===== src/rtl/prefix_adder_pipe.sv =====
// ============================================================================
// Module   : prefix_adder_pipe
// Purpose  : Pipelined Kogge-Stone parallel-prefix adder, sum = a + b + cin,
//            with carry-out and valid/ready flow control. Latency is
//            1 + ceil($clog2(WIDTH)/REG_EVERY) cycles when not stalled.
// Options  : Define PREFIX_ADDER_SUB_EN to add a 'sub' input that computes
//            a + ~b + 1 (co=1 means no borrow).
// Revision : 1.0 - initial release
// ============================================================================
`default_nettype none

module prefix_adder_pipe #(
  parameter int WIDTH     = 22,
  parameter int REG_EVERY = 2
) (
  input  logic             clk,
  input  logic             rst,
  input  logic             in_valid,
  output logic             in_ready,
  input  logic [WIDTH-1:0] a,
  input  logic [WIDTH-1:0] b,
  input  logic             cin,
`ifdef PREFIX_ADDER_SUB_EN
  input  logic             sub,
`endif
  output logic             out_valid,
  input  logic             out_ready,
  output logic [WIDTH-1:0] sum,
  output logic             co
);

  localparam int LEVELS = $clog2(WIDTH);
  localparam int NGRP   = (LEVELS + REG_EVERY - 1) / REG_EVERY;

  // Per-stage views of the pipeline registers. Index 0 is the operand
  // stage, index NGRP is the final stage feeding sum/co.
  logic [NGRP:0]             stg_v;
  logic [NGRP:0]             stg_c;
  logic [NGRP:0][WIDTH-1:0]  stg_p;   // original propagate bits, needed for the sum XOR
  logic [NGRP:0][WIDTH-1:0]  stg_g;   // prefix generate (carry out of bit i)
  logic [NGRP-1:0][WIDTH-1:0] stg_pp; // prefix propagate, not needed after the last level

  logic             w_advance;
  logic [WIDTH-1:0] w_b;
  logic             w_c;
  logic [WIDTH-1:0] w_p0;
  logic [WIDTH-1:0] w_g0;

  // Whole pipe moves together; it only stalls when a result is waiting.
  assign w_advance = ~stg_v[NGRP] | out_ready;
  assign in_ready  = w_advance;

`ifdef PREFIX_ADDER_SUB_EN
  // Subtract as a + ~b + 1; the incoming carry is ignored in that mode.
  assign w_b = sub ? ~b : b;
  assign w_c = sub | cin;
`else
  assign w_b = b;
  assign w_c = cin;
`endif

  // The carry-in is folded into bit 0's generate so that WIDTH prefix
  // positions suffice; the prefix span of $clog2(WIDTH) levels then reaches
  // the carry-in from every bit, including the top one.
  assign w_p0 = a ^ w_b;
  assign w_g0 = (a & w_b) | {{(WIDTH-1){1'b0}}, w_p0[0] & w_c};

  // Operand stage: capture propagate, generate and carry-in.
  logic             v0_q;
  logic             c0_q;
  logic [WIDTH-1:0] p0_q;
  logic [WIDTH-1:0] g0_q;

  // Operand stage register, loads on every advance (bubbles included).
  always_ff @(posedge clk) begin
    if (rst) begin
      v0_q <= 1'b0;
      c0_q <= 1'b0;
      p0_q <= '0;
      g0_q <= '0;
    end else if (w_advance) begin
      v0_q <= in_valid;
      c0_q <= w_c;
      p0_q <= w_p0;
      g0_q <= w_g0;
    end
  end

  assign stg_v[0]  = v0_q;
  assign stg_c[0]  = c0_q;
  assign stg_p[0]  = p0_q;
  assign stg_g[0]  = g0_q;
  assign stg_pp[0] = p0_q;

  for (genvar k = 0; k < NGRP; k++) begin : g_grp
    localparam int LO = k * REG_EVERY;
    localparam int HI = (LO + REG_EVERY < LEVELS) ? (LO + REG_EVERY) : LEVELS;

    logic [WIDTH-1:0] g_d;
    logic [WIDTH-1:0] pp_d;
    logic             v_q;
    logic             c_q;
    logic [WIDTH-1:0] p_q;
    logic [WIDTH-1:0] g_q;

    // Prefix levels LO..HI-1: bit i combines with bit i-2^l; the low 2^l
    // bits already span down to bit 0 (and the carry-in) and pass through.
    always_comb begin
      g_d  = stg_g[k];
      pp_d = stg_pp[k];
      for (int l = LO; l < HI; l++) begin
        g_d  = g_d | (pp_d & (g_d << (1 << l)));
        pp_d = pp_d & ((pp_d << (1 << l)) | ~({WIDTH{1'b1}} << (1 << l)));
      end
    end

    // Group register: valid, carry-in, original propagate and prefix generate.
    always_ff @(posedge clk) begin
      if (rst) begin
        v_q <= 1'b0;
        c_q <= 1'b0;
        p_q <= '0;
        g_q <= '0;
      end else if (w_advance) begin
        v_q <= stg_v[k];
        c_q <= stg_c[k];
        p_q <= stg_p[k];
        g_q <= g_d;
      end
    end

    assign stg_v[k+1] = v_q;
    assign stg_c[k+1] = c_q;
    assign stg_p[k+1] = p_q;
    assign stg_g[k+1] = g_q;

    if (k < NGRP - 1) begin : g_pp
      logic [WIDTH-1:0] pp_q;

      // Prefix propagate is only carried forward while levels remain.
      always_ff @(posedge clk) begin
        if (rst) begin
          pp_q <= '0;
        end else if (w_advance) begin
          pp_q <= pp_d;
        end
      end

      assign stg_pp[k+1] = pp_q;
    end
  end

  // Results come only from final-stage registers.
  assign out_valid = stg_v[NGRP];
  assign sum       = stg_p[NGRP] ^ {stg_g[NGRP][WIDTH-2:0], stg_c[NGRP]};
  assign co        = stg_g[NGRP][WIDTH-1];

endmodule

`default_nettype wire


===== config.mk =====
export PLATFORM = sky130hd
export DESIGN_NAME = prefix_adder_pipe
export DESIGN_NICKNAME = d
export VERILOG_FILES = /design/src/rtl/prefix_adder_pipe.sv
export SDC_FILE = /design/constraint.sdc
export NUM_CORES = 1
export LEC_CHECK = 0
export CAP_MARGIN = 10
export CORE_ASPECT_RATIO = 2
export CORE_UTILIZATION = 40
export DETAILED_ROUTE_END_ITERATION = 10
export DONT_BUFFER_PORTS = 1
export SYNTH_ARGS = -nofsm -noshare
export SYNTH_HDL_FRONTEND = slang
export SYNTH_SLANG_ARGS = --single-unit

===== constraint.sdc =====
create_clock -name clk -period 2.7 [get_ports clk]
set_input_delay 0.675 -clock clk [delete_from_list [all_inputs] [get_ports clk]]
set_output_delay 0.675 -clock clk [all_outputs]
set_load 0.05 [all_outputs]

==> impl_summary.log, run 1 <==
INFO  metric crit_path_start_kind = flop
INFO  metric finalPower = just over 0.006 W
INFO  metric cp_slowest_stage_delay = 0.30 ns
INFO  metric commonest_non_fill_non_tap_cell_in_the_layout = sky130_fd_sc_hd__nand2_1
INFO  metric placedCellCount = 1226
INFO  metric worst_hold_startpoint = rst
INFO  metric syn-num-nets = ~1100
INFO  metric grt_setup_unrepaired = false
INFO  metric ioPinCount = 74
INFO  metric power.density_cell_area = 684 nW/µm²
INFO  metric holdBufCountCts = 0
INFO  metric clock-sinks = 208
INFO  metric finalWeightedCongestion = 0.878
INFO  metric die_height = 205 µm
INFO  metric r2r_start = out_valid
INFO  metric synth.ff_latch_count = ~210
INFO  metric cts_root_buf = sky130_fd_sc_hd__clkbuf_16
INFO  metric drive_above_1_share = 0.0584
INFO  metric groute.usage.overall = 0.199
INFO  metric postSynthCellCount = 1010
INFO  metric worst_setup_path_startpoint = out_valid
INFO  metric place.detailed.hpwl = 13.8 mm
INFO  metric grt_first_pass_wirelength = 32.4 mm
INFO  metric remaining_antenna_violation_count = 0
INFO  metric via_count_of_the_first_global_routing_pass = 6000
INFO  metric worstPathRequired = 2.03 ns
INFO  metric clock-skew-final = 0.0146 ns
INFO  metric maximum_number_of_pins_on_one_net_before_global_route_repair = about 210
INFO  metric hp-class = in2reg
INFO  metric numPortBuffers = 0
INFO  metric drt-total-wl = 20.4 mm
INFO  metric relSlewSlack = 0.446
INFO  metric stdcell_count = 1256
INFO  metric initial_utilization = 0.411
INFO  metric layout.filler_cells = between 2000 and 2500
INFO  metric static_leakage = 3.62 nW
INFO  metric totalNegativeSetupSlack = 0 ns
INFO  metric worst_setup_hold_path_clk_slew = 0.07 ns
INFO  metric endpoint_kind = output pin
INFO  metric core.rowCount = 73
INFO  metric layout_common_cells = sky130_fd_sc_hd__nand2_1 (308), sky130_fd_sc_hd__dfxtp_1 (208), sky130_fd_sc_hd__a21oi_1 (173)
INFO  metric drt-pass1-iter-count = 4
INFO  metric post_cts.resized_instances = 0
INFO  metric post_synth.cell_area_avg = a little over 8 µm²
INFO  metric detail_route.drc_violations = 0
INFO  metric area.growth.synth_to_final = 9.65%
INFO  metric post_cts.repair.setup_buffers = 0
INFO  metric tritoncts.num_buffers = 18
INFO  metric netlist_area = 8220 µm²
INFO  metric ys_types = 26
INFO  metric finalHoldViolations = 0
INFO  metric globalRouteOverflowTotal = 0
INFO  metric layout_worst_path_cycle_share = 0.780
INFO  metric drv_cap = 0
INFO  metric outcome = finished clean
INFO  metric antenna_cells = 0
INFO  metric report.final.slew_viol_count = 0
INFO  metric cts_tree = yes
INFO  metric htree_num_levels = 1
INFO  metric chipWidth = 103 µm
INFO  metric num_vias = 6498
INFO  metric viasPerCell = 5.17
INFO  metric worst_pin_slew = 0.831 ns
INFO  metric report.final.setup_viol = 0
INFO  metric nNetsFinal = between 1000 and 1500
INFO  metric cts-root-to-sink-buffers = 3
INFO  metric postLayoutCoreUtil = 0.451
INFO  metric yosysWarnings = 0
INFO  metric cp_max_fo = 35
INFO  metric post-route-min-period = ~2.1 ns
INFO  metric cp.arrival = between 1 and 1.5 ns
INFO  metric ys_seq_area_frac = 0.506
INFO  metric clk-insertion-delay-late = 0.48 ns
INFO  metric ir_worst_vdd = 0.000489 V
INFO  metric drt_wl_cell = 16.2 µm
INFO  metric fmax = between 400 and 500 MHz
INFO  metric area_of_the_core = 20000 µm²
INFO  metric crit_chain = buf_4 -> nor2b_4 -> inv_6
INFO  metric setup.worst_path.class = reg2out
INFO  metric drtIter0Drc = roughly 430
INFO  metric die_outline_area = 21200 µm²
INFO  metric crit_path_top_delay_cell = sky130_fd_sc_hd__dfxtp_1
INFO  metric antenna_found_initial = 0
[power breakdown]
part | internal (W) | switching (W)
sequential | 0.00319 | 0.000138
combinational | 0.000136 | 0.000200
clock | 0.00140 | 0.00111
[path summary, 6_finish.rpt]
kind,to,slack (ns),cells past startpoint
max reg2reg,g_grp[0].g_q[5],0.76,5
min,p0_q[21],0.28,1
min reg2reg,g_grp[1].p_q[0],0.45,2
max,in_ready,0.59,3
[state kept, by name, indices dropped and copies added (netlist names)]
name	count
out_valid	1
g0_q	22
g_grp.c_q	3
v0_q	1
g_grp.p_q	66
p0_q	22
c0_q	1
g_grp.g_q	66
g_grp.v_q	2
g_grp.g_pp.pp_q	24
[cell usage after synthesis]
library cell	count	area share
sky130_fd_sc_hd__nand2_1	308	0.14
sky130_fd_sc_hd__dfxtp_1	208	0.51
sky130_fd_sc_hd__a21oi_1	173	0.11
sky130_fd_sc_hd__nor2_1	51	0.023
sky130_fd_sc_hd__buf_2	39	0.024
sky130_fd_sc_hd__nor3_1	32	0.019
sky130_fd_sc_hd__clkbuf_1	29	0.013
sky130_fd_sc_hd__a21o_1	27	0.025
sky130_fd_sc_hd__ha_1	22	0.033
sky130_fd_sc_hd__xor2_1	22	0.023
sky130_fd_sc_hd__a211oi_1	21	0.019
sky130_fd_sc_hd__a311oi_1	16	0.017
sky130_fd_sc_hd__nand4_1	16	0.012
sky130_fd_sc_hd__nand3_1	12	0.0073
sky130_fd_sc_hd__and2_1	8	0.0061
sky130_fd_sc_hd__or3_1	8	0.0061
sky130_fd_sc_hd__buf_4	4	0.0037
sky130_fd_sc_hd__and4_1	2	0.0021
sky130_fd_sc_hd__buf_6	2	0.0027
sky130_fd_sc_hd__nand3b_1	2	0.0018
sky130_fd_sc_hd__o211ai_1	2	0.0018
sky130_fd_sc_hd__o32ai_1	2	0.0021
sky130_fd_sc_hd__and3_1	1	0.00076
sky130_fd_sc_hd__inv_2	1	0.00046
sky130_fd_sc_hd__mux2i_1	1	0.0012
sky130_fd_sc_hd__nor2b_4	1	0.0017
[per-stage QoR]
step	hold slack, ns	instance area (µm²)	worst slack (ns)
floorplan	0.432	8220	0.675
global placement	0.432	8450	0.686
detailed placement	0.438	8450	0.680
CTS	0.256	9010	0.574
global route	0.256	9010	0.532
finish	0.280	9010	0.593
[worst max-delay path, delay by kind of cell (launching register included)]
| family | cells | cell delay (ns) |
|---|---|---|
| buffers and inverters | 2 | 0.48 |
| and+or+nand+nor | 1 | 0.17 |
| DFF | 1 | 0.30 |
[area by class of cell]
cell class	instances	area [µm²]	area share
clock buffer	25	538	0.0597
clock inverter	5	31.3	0.00347
inverter	1	8.76	0.000972
multi-input combinational	727	3700	0.410
sequential	208	4160	0.462
tap	262	328	0.0364
timing repair buffer	28	248	0.0275
[metal layers]
layer  track usage  wire, µm  up-vias
met5             0         0        -
met4         0.125      1270        0
met3        0.0212       742       45
met2         0.338     10300      131
met1         0.233      8060     2964
li1              -         -     3358
[cell families after synthesis]
group | share of synthesized area
compound gates | 0.170
flops | 0.506
fa+ha+maj | 0.0335
mux | 0.00122
xor+xnor | 0.0234
simple gates | 0.221
buf+inv | 0.0438
No activity file was read; power rests on OpenSTA's default activity.
==> run 2, diff against run 1 <==
==> constraint.sdc (replaced) <==
create_clock -name clk -period 2.1 [get_ports clk]
set_input_delay 0.525 -clock clk [delete_from_list [all_inputs] [get_ports clk]]
set_output_delay 0.525 -clock clk [all_outputs]
set_load 0.05 [all_outputs]
==> impl_summary.log, run 2 (same netlist as run 1, synthesis figures left out) <==
INFO  metric drv_cap = 0
INFO  metric layout_common_cells = sky130_fd_sc_hd__nand2_1 (308), sky130_fd_sc_hd__dfxtp_1 (208), sky130_fd_sc_hd__a21oi_1 (173)
INFO  metric cp_max_fo = 2
INFO  metric post_cts.resized_instances = 0
INFO  metric drt-pass1-iter-count = 5
INFO  metric die_outline_area = 21200 µm²
INFO  metric initial_utilization = 0.411
INFO  metric power.density_cell_area = approximately 870 nW/µm²
INFO  metric area.growth.synth_to_final = 11.4%
INFO  metric nNetsFinal = ~1100
INFO  metric clock-sinks = roughly 210
INFO  metric crit_path_top_delay_cell = sky130_fd_sc_hd__dfxtp_1
INFO  metric num_vias = 6584
INFO  metric groute.usage.overall = 0.201
INFO  metric static_leakage = 3.69 nW
INFO  metric outcome = finished clean
INFO  metric antenna_found_initial = 0
INFO  metric crit_chain = xor2_1 -> buf_4
INFO  metric stdcell_count = 1271
INFO  metric setup.worst_path.class = reg2out
INFO  metric cts_root_buf = sky130_fd_sc_hd__clkbuf_16
INFO  metric place.detailed.hpwl = 14.5 mm
INFO  metric worst_setup_hold_path_clk_slew = 0.06 ns
INFO  metric finalHoldViolations = 0
INFO  metric endpoint_kind = output pin
INFO  metric cp.arrival = 1.41 ns
INFO  metric die_height = 205 µm
INFO  metric layout_worst_path_cycle_share = 0.921
INFO  metric finalWeightedCongestion = slightly above 0.9
INFO  metric grt_first_pass_wirelength = 32.6 mm
INFO  metric totalNegativeSetupSlack = 0 ns
INFO  metric drtIter0Drc = 398
INFO  metric ioPinCount = 74
INFO  metric clk-insertion-delay-late = 0.49 ns
INFO  metric placedCellCount = between 1000 and 1500
INFO  metric via_count_of_the_first_global_routing_pass = ~6100
INFO  metric globalRouteOverflowTotal = 0
INFO  metric chipWidth = 103 µm
INFO  metric viasPerCell = between 5 and 6
INFO  metric fin_hold_ws = 0.109 ns
INFO  metric relSlewSlack = 0.647
INFO  metric crit_path_start_kind = flop
INFO  metric maximum_number_of_pins_on_one_net_before_global_route_repair = 213
INFO  metric tritoncts.num_buffers = 19
INFO  metric core.rowCount = 73
INFO  metric largestRegisters = g_grp.g_q x66, g_grp.p_q x66, g_grp.g_pp.pp_q x24
INFO  metric remaining_antenna_violation_count = 0
INFO  metric report.final.slew_viol_count = 0
INFO  metric area_of_the_core = roughly 20000 µm²
INFO  metric drt-total-wl = around 21 mm
INFO  metric cp_slowest_stage_delay = 0.45 ns
INFO  metric grt_setup_unrepaired = false
INFO  metric worstPathRequired = between 1.5 and 2 ns
INFO  metric ir_worst_vdd = 0.000599 V
INFO  metric clock-skew-final = roughly 0.016 ns
INFO  metric numPortBuffers = 0
INFO  metric worst_pin_slew = 0.528 ns
INFO  metric cts-root-to-sink-buffers = 3
INFO  metric report.final.setup_viol = 0
INFO  metric drive_above_1_share = 0.0694
INFO  metric cts_tree = yes
INFO  metric detail_route.drc_violations = 0
INFO  metric fmax = 517 MHz
INFO  metric post_cts.repair.setup_buffers = 0
INFO  metric antenna_cells = 0
INFO  metric drt_wl_cell = 16.3 µm
INFO  metric commonest_non_fill_non_tap_cell_in_the_layout = sky130_fd_sc_hd__nand2_1
INFO  metric htree_num_levels = 1
INFO  metric hp-class = in2reg
INFO  metric holdBufCountCts = 0
INFO  metric post-route-min-period = 1.93 ns
## run 2: area by class of cell
cell class / count / area [µm²]
Timing Repair Buffer: 41 / 370
Inverter: 1 / 8.76
Tap cell: 262 / 328
Fill cell: 2021 / 10800
Sequential cell: 208 / 4160
Clock inverter: 4 / 37.5
Clock buffer: 28 / 549
Multi-Input combinational cell: 727 / 3700
## run 2: final timing paths
path	slack, ns	depth (start not counted)	from	endpoint
worst min-delay path	0.11	1	rst	g_grp[0].p_q[21]
worst min register to register	0.45	2	g_grp[0].p_q[21]	g_grp[0].p_q[21]
worst max-delay path	0.17	2	g_grp[2].g_q[17]	sum[18]
worst max register to register	0.51	5	out_valid	g_grp[2].g_q[18]
## run 2: per-layer routing
| metal | GRT usage | routed length (µm) | up-vias |
|---|---|---|---|
| met1 | 0.227 | 7940 | 3016 |
| met5 | 0 | 0 | - |
| met3 | 0.0208 | 670 | 43 |
| li1 | - | - | 3399 |
| met4 | 0.0946 | 990 | 0 |
| met2 | 0.366 | 11100 | 126 |
## run 2: power breakdown
group          switching, W  internal (W)
clock               0.00146       0.00183
combinational      0.000269      0.000184
sequential         0.000172       0.00410
## run 2: metrics by stage
stage                     total power [W]  cell area (µm²)  setup slack (ns)  utilization
after floorplan                   0.00468             8220             0.225            -
after global placement            0.00481             8570             0.342        0.428
after detailed placement          0.00482             8570             0.352        0.428
after CTS                         0.00809             9160            0.0772        0.458
after global routing              0.00830             9160             0.103        0.458
final                             0.00801             9160             0.166        0.458
## run 2: critical path, delay by kind of cell, from the launching register on
family / cells / cell delay, ns
flops: 1 / 0.45
buf+inv: 1 / 0.24
xor+xnor: 1 / 0.24
